==> src/rtl/matrix_transpose_ctrl_pkg.sv <==
// Shared sizes, FSM encoding and element-select helper for the 5x5 transpose controller.
package matrix_transpose_ctrl_pkg;

    localparam int unsigned N     = 5;
    localparam int unsigned DW    = 8;
    localparam int unsigned ELEMS = N * N;
    localparam int unsigned AW    = 8;
    localparam int unsigned FW    = ELEMS * DW;
    localparam int unsigned CW    = 5;

    typedef enum logic [2:0] {
        IDLE    = 3'd0,
        LOAD    = 3'd1,
        COMPUTE = 3'd2,
        STORE   = 3'd3,
        DONE    = 3'd4
    } state_t;

    // Select element idx from a flattened 25-element matrix.
    function automatic logic [DW-1:0] elem_at(input logic [FW-1:0] flat, input logic [CW-1:0] idx);
        logic [DW-1:0] v;
        v = '0;
        for (int unsigned k = 0; k < ELEMS; k++) begin
            if (idx == CW'(k)) v = flat[k*DW +: DW];
        end
        return v;
    endfunction

endpackage

==> src/rtl/matrix_transpose_ctrl_if.sv <==
// Element memory port: one read channel with 1-cycle latency and one write channel.
interface matrix_transpose_ctrl_if;
    import matrix_transpose_ctrl_pkg::*;

    logic          mem_rd_en;
    logic [AW-1:0] mem_rd_addr;
    logic [DW-1:0] mem_rd_data;
    logic          mem_wr_en;
    logic [AW-1:0] mem_wr_addr;
    logic [DW-1:0] mem_wr_data;

    modport master (
        output mem_rd_en, mem_rd_addr, mem_wr_en, mem_wr_addr, mem_wr_data,
        input  mem_rd_data
    );

    modport slave (
        input  mem_rd_en, mem_rd_addr, mem_wr_en, mem_wr_addr, mem_wr_data,
        output mem_rd_data
    );

endinterface

==> src/rtl/matrix_transpose_ctrl.sv <==
// Streams a 5x5 byte matrix from memory into an external transpose datapath
// and writes the transposed result back, one element per cycle.
module matrix_transpose_ctrl
    import matrix_transpose_ctrl_pkg::*;
(
    input  logic                    clk,
    input  logic                    rst_n,
    input  logic                    start,
    input  logic [AW-1:0]           src_base,
    input  logic [AW-1:0]           dst_base,
    output logic                    busy,
    output logic                    done,
    output logic [FW-1:0]           a_flat,
    input  logic [FW-1:0]           c_flat,
    matrix_transpose_ctrl_if.master mem
);

    state_t        state, state_d;
    logic [CW-1:0] cnt, cnt_d;
    logic [AW-1:0] src_q, src_d;
    logic [AW-1:0] dst_q, dst_d;
    logic [FW-1:0] result;

    logic          rd_en_d, wr_en_d, done_d;
    logic [AW-1:0] rd_addr_d, wr_addr_d;
    logic [DW-1:0] wr_data_d;
    logic          result_en, cap_en;
    logic [CW-1:0] cap_idx;

    // State register and all registered outputs.
    always_ff @(posedge clk or negedge rst_n) begin
        if (!rst_n) begin
            state           <= IDLE;
            cnt             <= '0;
            src_q           <= '0;
            dst_q           <= '0;
            result          <= '0;
            a_flat          <= '0;
            busy            <= 1'b0;
            done            <= 1'b0;
            mem.mem_rd_en   <= 1'b0;
            mem.mem_rd_addr <= '0;
            mem.mem_wr_en   <= 1'b0;
            mem.mem_wr_addr <= '0;
            mem.mem_wr_data <= '0;
        end else begin
            state           <= state_d;
            cnt             <= cnt_d;
            src_q           <= src_d;
            dst_q           <= dst_d;
            busy            <= (state_d != IDLE);
            done            <= done_d;
            mem.mem_rd_en   <= rd_en_d;
            mem.mem_rd_addr <= rd_addr_d;
            mem.mem_wr_en   <= wr_en_d;
            mem.mem_wr_addr <= wr_addr_d;
            mem.mem_wr_data <= wr_data_d;
            if (result_en) result <= c_flat;
            for (int unsigned k = 0; k < ELEMS; k++) begin
                if (cap_en && (cap_idx == CW'(k))) a_flat[k*DW +: DW] <= mem.mem_rd_data;
            end
        end
    end

    // Next-state and next-output logic; cnt is the index of the element being issued next.
    always_comb begin
        state_d   = state;
        cnt_d     = cnt;
        src_d     = src_q;
        dst_d     = dst_q;
        rd_en_d   = 1'b0;
        rd_addr_d = '0;
        wr_en_d   = 1'b0;
        wr_addr_d = '0;
        wr_data_d = '0;
        done_d    = 1'b0;
        result_en = 1'b0;
        cap_en    = 1'b0;
        cap_idx   = cnt - CW'(1);

        case (state)
            IDLE: begin
                if (start) begin
                    state_d   = LOAD;
                    cnt_d     = '0;
                    src_d     = src_base;
                    dst_d     = dst_base;
                    rd_en_d   = 1'b1;
                    rd_addr_d = src_base;
                end
            end
            LOAD: begin
                // Data returning now belongs to the read issued last cycle.
                cap_en = (cnt != '0);
                if (cnt == CW'(ELEMS)) begin
                    state_d = COMPUTE;
                end else begin
                    cnt_d = cnt + CW'(1);
                    if ((cnt + CW'(1)) != CW'(ELEMS)) begin
                        rd_en_d   = 1'b1;
                        rd_addr_d = src_q + AW'(cnt + CW'(1));
                    end
                end
            end
            COMPUTE: begin
                // Element 0 comes straight from c_flat while result is being captured.
                result_en = 1'b1;
                state_d   = STORE;
                cnt_d     = CW'(1);
                wr_en_d   = 1'b1;
                wr_addr_d = dst_q;
                wr_data_d = elem_at(c_flat, '0);
            end
            STORE: begin
                if (cnt == CW'(ELEMS)) begin
                    state_d = DONE;
                    done_d  = 1'b1;
                    cnt_d   = '0;
                end else begin
                    wr_en_d   = 1'b1;
                    wr_addr_d = dst_q + AW'(cnt);
                    wr_data_d = elem_at(result, cnt);
                    cnt_d     = cnt + CW'(1);
                end
            end
            DONE: begin
                state_d = IDLE;
            end
            default: begin
                state_d = IDLE;
            end
        endcase
    end

endmodule

==> src/flat_wrapper.sv <==
// flat-port wrapper written by rule: the top's interface ports become plain ports
module matrix_transpose_ctrl_flat import matrix_transpose_ctrl_pkg::*;
  (clk, rst_n, start, src_base, dst_base, busy, done, a_flat, c_flat, mem_mem_rd_en, mem_mem_rd_addr, mem_mem_wr_en, mem_mem_wr_addr, mem_mem_wr_data, mem_mem_rd_data);
  matrix_transpose_ctrl_if mem_i ();
  input  logic clk;
  input  logic rst_n;
  input  logic start;
  input  logic [AW-1:0] src_base;
  input  logic [AW-1:0] dst_base;
  output logic busy;
  output logic done;
  output logic [FW-1:0] a_flat;
  input  logic [FW-1:0] c_flat;
  output wire logic [$bits(mem_i.mem_rd_en)-1:0] mem_mem_rd_en;
  output wire logic [$bits(mem_i.mem_rd_addr)-1:0] mem_mem_rd_addr;
  output wire logic [$bits(mem_i.mem_wr_en)-1:0] mem_mem_wr_en;
  output wire logic [$bits(mem_i.mem_wr_addr)-1:0] mem_mem_wr_addr;
  output wire logic [$bits(mem_i.mem_wr_data)-1:0] mem_mem_wr_data;
  input wire logic [$bits(mem_i.mem_rd_data)-1:0] mem_mem_rd_data;
  assign mem_mem_rd_en = mem_i.mem_rd_en;
  assign mem_mem_rd_addr = mem_i.mem_rd_addr;
  assign mem_mem_wr_en = mem_i.mem_wr_en;
  assign mem_mem_wr_addr = mem_i.mem_wr_addr;
  assign mem_mem_wr_data = mem_i.mem_wr_data;
  assign mem_i.mem_rd_data = mem_mem_rd_data;
  matrix_transpose_ctrl u_core (.clk(clk), .rst_n(rst_n), .start(start), .src_base(src_base), .dst_base(dst_base), .busy(busy), .done(done), .a_flat(a_flat), .c_flat(c_flat), .mem(mem_i));
endmodule
==> config.mk <==
export PLATFORM = sky130hd
export DESIGN_NAME = matrix_transpose_ctrl_flat
export DESIGN_NICKNAME = d
export VERILOG_FILES = /design/src/rtl/matrix_transpose_ctrl_pkg.sv /design/src/rtl/matrix_transpose_ctrl_if.sv /design/src/rtl/matrix_transpose_ctrl.sv /design/src/flat_wrapper.sv
export SDC_FILE = /design/constraint.sdc
export NUM_CORES = 1
export LEC_CHECK = 0
export CAP_MARGIN = 40
export CORE_UTILIZATION = 45
export CTS_BUF_LIST = sky130_fd_sc_hd__clkbuf_2
export DETAILED_ROUTE_END_ITERATION = 8
export GPL_TIMING_DRIVEN = 0
export PLACE_DENSITY = 0.73
export SLEW_MARGIN = 20
export SYNTH_ARGS = -nofsm -noshare
export SYNTH_HDL_FRONTEND = slang
export SYNTH_SLANG_ARGS = --single-unit
==> constraint.sdc <==
create_clock -name clk -period 5.7 [get_ports clk]
set_input_delay 0.57 -clock clk [delete_from_list [all_inputs] [get_ports clk]]
set_output_delay 0.57 -clock clk [all_outputs]
set_load 0.005 [all_outputs]
* After elaboration in Yosys (flattened, before gate mapping)
Cells that the tools add are included.
** Operators by class
- $add $sub $neg :: 5
- Equality and inequality tests :: 55
- Multiplexer cells :: 51
- Reductions and logical operators :: 33
** Operators by type and width (count)
- 8-bit 2-to-1 mux :: 30
- 5-bit == test (second input constant) :: 19
- 5-bit by 4-bit == test with 1-bit output (second input constant) :: 16
- 8-bit case mux with 2 select lines :: 3
- 5-bit by 3-bit == test with 1-bit output (second input constant) :: 8
- 1-bit logical AND :: 25
- 5-bit by 2-bit == test with 1-bit output (second input constant) :: 4
- 5-bit case mux with 4 select lines :: 1
- 5-bit 2-to-1 mux :: 3
- 3-bit case mux with 4 select lines :: 1
- 5-bit by 1-bit == test with 1-bit output (second input constant) :: 2
- 5-bit zero test :: 2
- 3-bit 2-to-1 mux :: 3
- 8-bit by 5-bit adder with 8-bit output :: 1
- 8-bit adder :: 1
- 1-bit 2-to-1 mux :: 8
- 5-bit by 1-bit adder with 6-bit output (second input constant) :: 1
- 3-bit by 2-bit == test with 1-bit output (second input constant) :: 2
- 5-bit by 1-bit adder with 5-bit output (second input constant) :: 1
- 5-bit inequality test (second input constant) :: 1
- 5-bit nonzero test :: 1
- 5-bit by 1-bit subtractor with 5-bit output (second input constant) :: 1
- 2-bit inequality test (second input constant) :: 2
- 1-bit case mux with 2 select lines :: 2
- other kinds (6) :: 6
** Word-level totals
- Register bits after elaboration :: 452
- Bits of input ports :: 227
- Output and inout port bits :: 228
- Word-level logic and storage cells :: 181

* Logic depth before layout (Yosys ltp)
- Depth in word-level cells :: 28
- Gate-level depth with buffers :: 14

* Worst setup path before layout
No wires, ideal clock.
- Kind :: reg2reg
- Start point :: register u_core.cnt[0]
- End point :: register u_core.mem.mem_rd_addr[7]
- Library setup time :: 0.131 ns
- Data arrival time :: 2.451 ns
- Required time :: 5.569 ns
- Path slack :: 3.118 ns
- Stages on the path, launching flop included :: 12
- Buffers on the path :: 1
- Cells stage by stage :: dfrtp_1 > ha_1 > inv_1 > clkbuf_1 > nor2_1 > ha_1 > inv_1 > ha_1 > or3_1 > o2111ai_1 > xor2_1 > o21ai_1
** On the way
- Longest elaborated chain between the ends :: 5
- Elaborated cells between the ends (all ways) :: 8
** RTL lines
- start: declaration :: RTL line matrix_transpose_ctrl.sv:19 : logic [CW-1:0] cnt, cnt_d;
- start signal: assignment :: RTL line matrix_transpose_ctrl.sv:48 : cnt <= cnt_d;
- 5-bit by 1-bit adder with 6-bit output or 5-bit by 1-bit adder with 5-bit output (tied branches) :: RTL line matrix_transpose_ctrl.sv:101, matrix_transpose_ctrl.sv:99
- 8-bit adder or 5-bit inequality test (tied branches) :: RTL line matrix_transpose_ctrl.sv:101, matrix_transpose_ctrl.sv:99
- 8-bit 2-to-1 mux :: RTL line matrix_transpose_ctrl.sv:99 : if ((cnt + CW'(1)) != CW'(ELEMS)) begin
- 8-bit 2-to-1 mux (*) :: RTL line matrix_transpose_ctrl.sv:95 : if (cnt == CW'(ELEMS)) begin
- 8-bit case mux with 2 select lines (*) :: RTL line matrix_transpose_ctrl.sv:81 : case (state)
- net u_core.rd_addr_d[7] :: RTL line matrix_transpose_ctrl.sv:25 : logic [AW-1:0] rd_addr_d, wr_addr_d;
- end signal: assignment :: RTL line matrix_transpose_ctrl.sv:54 : mem.mem_rd_addr <= rd_addr_d;
- end: declaration :: RTL line matrix_transpose_ctrl_if.sv:13 : output mem_rd_en, mem_rd_addr, mem_wr_en, mem_wr_addr, mem_wr_data,
Mark *: on every way through the listed nets, which the timed path passes. The rest lies on a longest branch.
A chain may end at the register's enable or synchronous reset.

* Worst setup path after layout
- Start point :: register u_core.cnt[0]
- End point :: register u_core.mem.mem_wr_data[5]
** On the way
- Longest elaborated chain between the ends :: 28
- Elaborated cells between the ends (all ways) :: 53
** RTL lines
- 5-bit zero test :: RTL line matrix_transpose_ctrl_pkg.sv:24 : if (idx == CW'(k)) v = flat[k*DW +: DW];
- 8-bit 2-to-1 mux (25 in a row) :: RTL line matrix_transpose_ctrl_pkg.sv:24
- 8-bit 2-to-1 mux (*) :: RTL line matrix_transpose_ctrl.sv:115 : if (cnt == CW'(ELEMS)) begin
- 8-bit case mux with 2 select lines (*) :: RTL line matrix_transpose_ctrl.sv:81
- net u_core.wr_data_d[5] :: RTL line matrix_transpose_ctrl.sv:26 : logic [DW-1:0] wr_data_d;
- end signal: assignment :: RTL line matrix_transpose_ctrl.sv:57 : mem.mem_wr_data <= wr_data_d;
- end: declaration :: RTL line matrix_transpose_ctrl_if.sv:13
Marked as above.

==> reports/qor.yml <==
status:
  status: "finished, final reports clean"
power_and_ir_drop:
  leakage_nw: 13.1
  power_density_nw_per_um2: 497
  peakVddDrop_uv: 255
yosys:
  yosysTopAreaCellShare: 0.556
  synth_fp_nets: 2263
  ys_seq_area_frac: 0.556
  ys.flop_type: "dfrtp_1"
  synth_area_per_cell_um2: 10.1
  synthesis.area_um2: 20300
  synth-seq-cells: 452
  async_flop_share: 1.00
  synthCells: 2017
  synth_warnings: 0
  synth_edf_count: 0
  yosysTopAreaCell: "dfrtp_1"
  yosys-top-cells-area: "dfrtp_1 56%, nand2_1 13%, mux2_2 7.0%"
  yosysUniqueCellTypes: 88
clock_tree:
  cts_tree: "built"
  htree_levels: 3
  clkSlewWorstSetupHoldPaths_ns: 0.11
  hold_buffers: 210
  ctsLongestPathBuffers: 3
  cts_buffers: 112
  root_buffer: "clkbuf_2"
  post_cts_buffers: 0
  cts_repair_resize_count: 0
  cts.sinks: 452
  insertion_delay_ns: 1.16
setup_path:
  cp.arrival_ns: 4.91
  crit_fanout: 10
  crit_chain: "inv_1, ha_1, clkbuf_1, buf_2, clkbuf_1, nand2_1, o21ai_0, a31oi_1, a31oi_1, nand2_1, a22oi_1"
  crit_type: "reg -> reg"
  critPathMaxStageDelay_ns: 0.67
  cp_slowest_cell: "clkbuf_1"
  crit_path_end_kind: "flop"
  crit_family: "buffers and inverters"
  critPathBufInv: 4
  crit_path_start_kind: "flop"
  required_ns: 6.72
final_layout:
  drive_above_1_share: 0.126
  area_growth_pct: 42.0
  finish.utilization: 0.650
  design_area_um2: 28900
  nets: 3051
timing:
  max_slew_margin: 0.369
  skew_ns: 0.0885
  rsz0062_at_grt: "false"
  setup_viol: 0
  slew_violations: 0
  hold_viol: 0
  fmax_mhz: 257
  worst_pin_slew_ns: 0.947
  min_period_ns: 3.89
  period_share: 0.682
grt:
  grt_overflow: 0
  track_usage: 0.327
  antenna_found_initial: 5
  grt_max_degree: 106
  grt_first_pass_wirelength_um: 115000
  grt_pass1_vias: 19400
detailed_routing:
  wl_um: 75200
  first_pass_iters: 7
  vias_per_cell: 5.41
  drc: 0
  wl_per_cell_um: 21.6
  antenna_left: 0
  drt_iter0_markers: 1551
  vias: 18800
die:
  rows: 77
  core_region_area_um2: 44400
  die_w_um: 215
  die_height_um: 215
  fp.dieArea_um2: 46100
  io_pins: 455
  initial_utilization: 0.458
placement:
  port_buffers: 454
  placed_cell_area_um2: 25800
  gp_congestion: 0.925
  hpwl_um: 54400
flow_run:
  cap_viol_max_count: 0
min_path:
  holdCritPathClass: "in -> reg"
-- layer usage --
layer  global-route usage  part of all wire  vias to the layer above
met4                0.148             0.041                        3
met1                0.401              0.40                     9223
met5                    0           0.00073                        -
li1                     -                 -                     8455
met2                0.551              0.49                      968
met3               0.0719             0.076                      187
-- synthesized netlist by cell type, types with 6 or more instances --
master,instances
a211oi_1,10
a31oi_1,17
dfrtp_1,452
nor3_1,27
and2_1,9
nor2_1,55
o22ai_1,13
a22oi_1,6
a221oi_1,7
o21ai_1,20
nor2b_1,16
mux2_2,127
xor2_1,6
nand2b_1,18
o221ai_1,6
o211ai_1,8
a21oi_1,36
mux2_1,73
o21ai_0,51
or3_1,10
nand2_1,706
a22o_1,6
ha_1,17
a21o_1,6
nand3_1,18
nand4b_1,6
clkbuf_1,84
inv_1,24
buf_6,6
buf_2,36
nand3b_1,10
-- power breakdown --
| part | switching, W | internal, W | total [W] |
|---|---|---|---|
| clock | 0.00132 | 0.000775 | 0.00209 |
| sequential | 0.000988 | 0.00470 | 0.00568 |
| combinational | 0.00330 | 0.00329 | 0.00659 |
| total | 0.00561 | 0.00876 | 0.0144 |
-- worst register-to-register path, stage by stage, from the launching register on --
cell and delay (ns):
dfrtp_1 0.52, inv_1 0.23, ha_1 0.23, clkbuf_1 0.42
buf_2 0.36, clkbuf_1 0.67, nand2_1 0.14, o21ai_0 0.33
a31oi_1 0.16, a31oi_1 0.31, nand2_1 0.13, a22oi_1 0.27
-- cells by family after synthesis --
| group | Yosys count | share of synthesized area |
|---|---|---|
| flops | 452 | 0.556 |
| compound gates | 249 | 0.0823 |
| simple gates | 926 | 0.199 |
| xor+xnor | 9 | 0.00387 |
| fa+ha+maj | 19 | 0.0124 |
| buf+inv | 159 | 0.0347 |
| mux | 203 | 0.112 |
-- sequential cells by signal, indices dropped and copies added (netlist names), 3 cells and up --
| name | count |
|---|---|
| u_core.a_flat | 200 |
| u_core.cnt | 5 |
| u_core.dst_q | 8 |
| u_core.mem.mem_rd_addr | 8 |
| u_core.mem.mem_wr_addr | 8 |
| u_core.mem.mem_wr_data | 8 |
| u_core.result | 200 |
| u_core.src_q | 8 |
| u_core.state | 3 |
-- cells in the final DEF (no fill, tap or decap), types with 20 or more instances in the layout --
cell type,count
clkdlybuf4s50_1,453
nor3_1,27
mux2_2,127
mux2_1,73
clkbuf_1,84
nand2_1,706
dfrtp_1,452
o21ai_0,51
nor2_1,55
buf_2,39
clkbuf_2,152
a21oi_1,36
o21ai_1,20
clkinv_1,31
dlygate4sd3_1,210
inv_1,24
-- final timing paths --
path | startpoint | to | slack, ns | depth (start not counted)
setup / recovery | u_core.cnt[0] | u_core.mem.mem_wr_data[5] | 1.81 | 11
hold / removal | c_flat[62] | u_core.result[62] | 0.08 | 3
setup reg to reg | u_core.cnt[0] | u_core.mem.mem_wr_data[5] | 1.81 | 11
hold reg to reg | u_core.result[147] | u_core.result[147] | 0.48 | 2
max in group asynchronous | rst_n | u_core.a_flat[75] | 3.99 | 6
min in group asynchronous | rst_n | u_core.result[111] | 0.59 | 4
-- stage by stage --
stage	setup TNS (ns)	hold WS [ns]	instances	setup WS [ns]	total power [W]
detailed placement	0	0.423	3070	2.03	0.0121
global route	0	0.0291	3480	1.76	0.0152
CTS	0	0.00523	3472	1.99	0.0143
finish	0	0.0812	3480	1.81	0.0144
floorplan	0	0.274	2017	3.12	0.00861
global placement	-6737.29	0.450	3063	-14.97	0.0119
-- area by class of cell --
class                   count  area, um2
diodes                      5       12.5
plain buffers             134        612
clock buffers             152        761
clock inverters            40        199
fillers                  3537      15500
inverters                  25       93.8
multi-input cells        1406       8330
flip-flops and latches    452      11300
well taps                 592        741
repair buffers            674       6830
No activity file was read; power rests on OpenSTA's default activity.
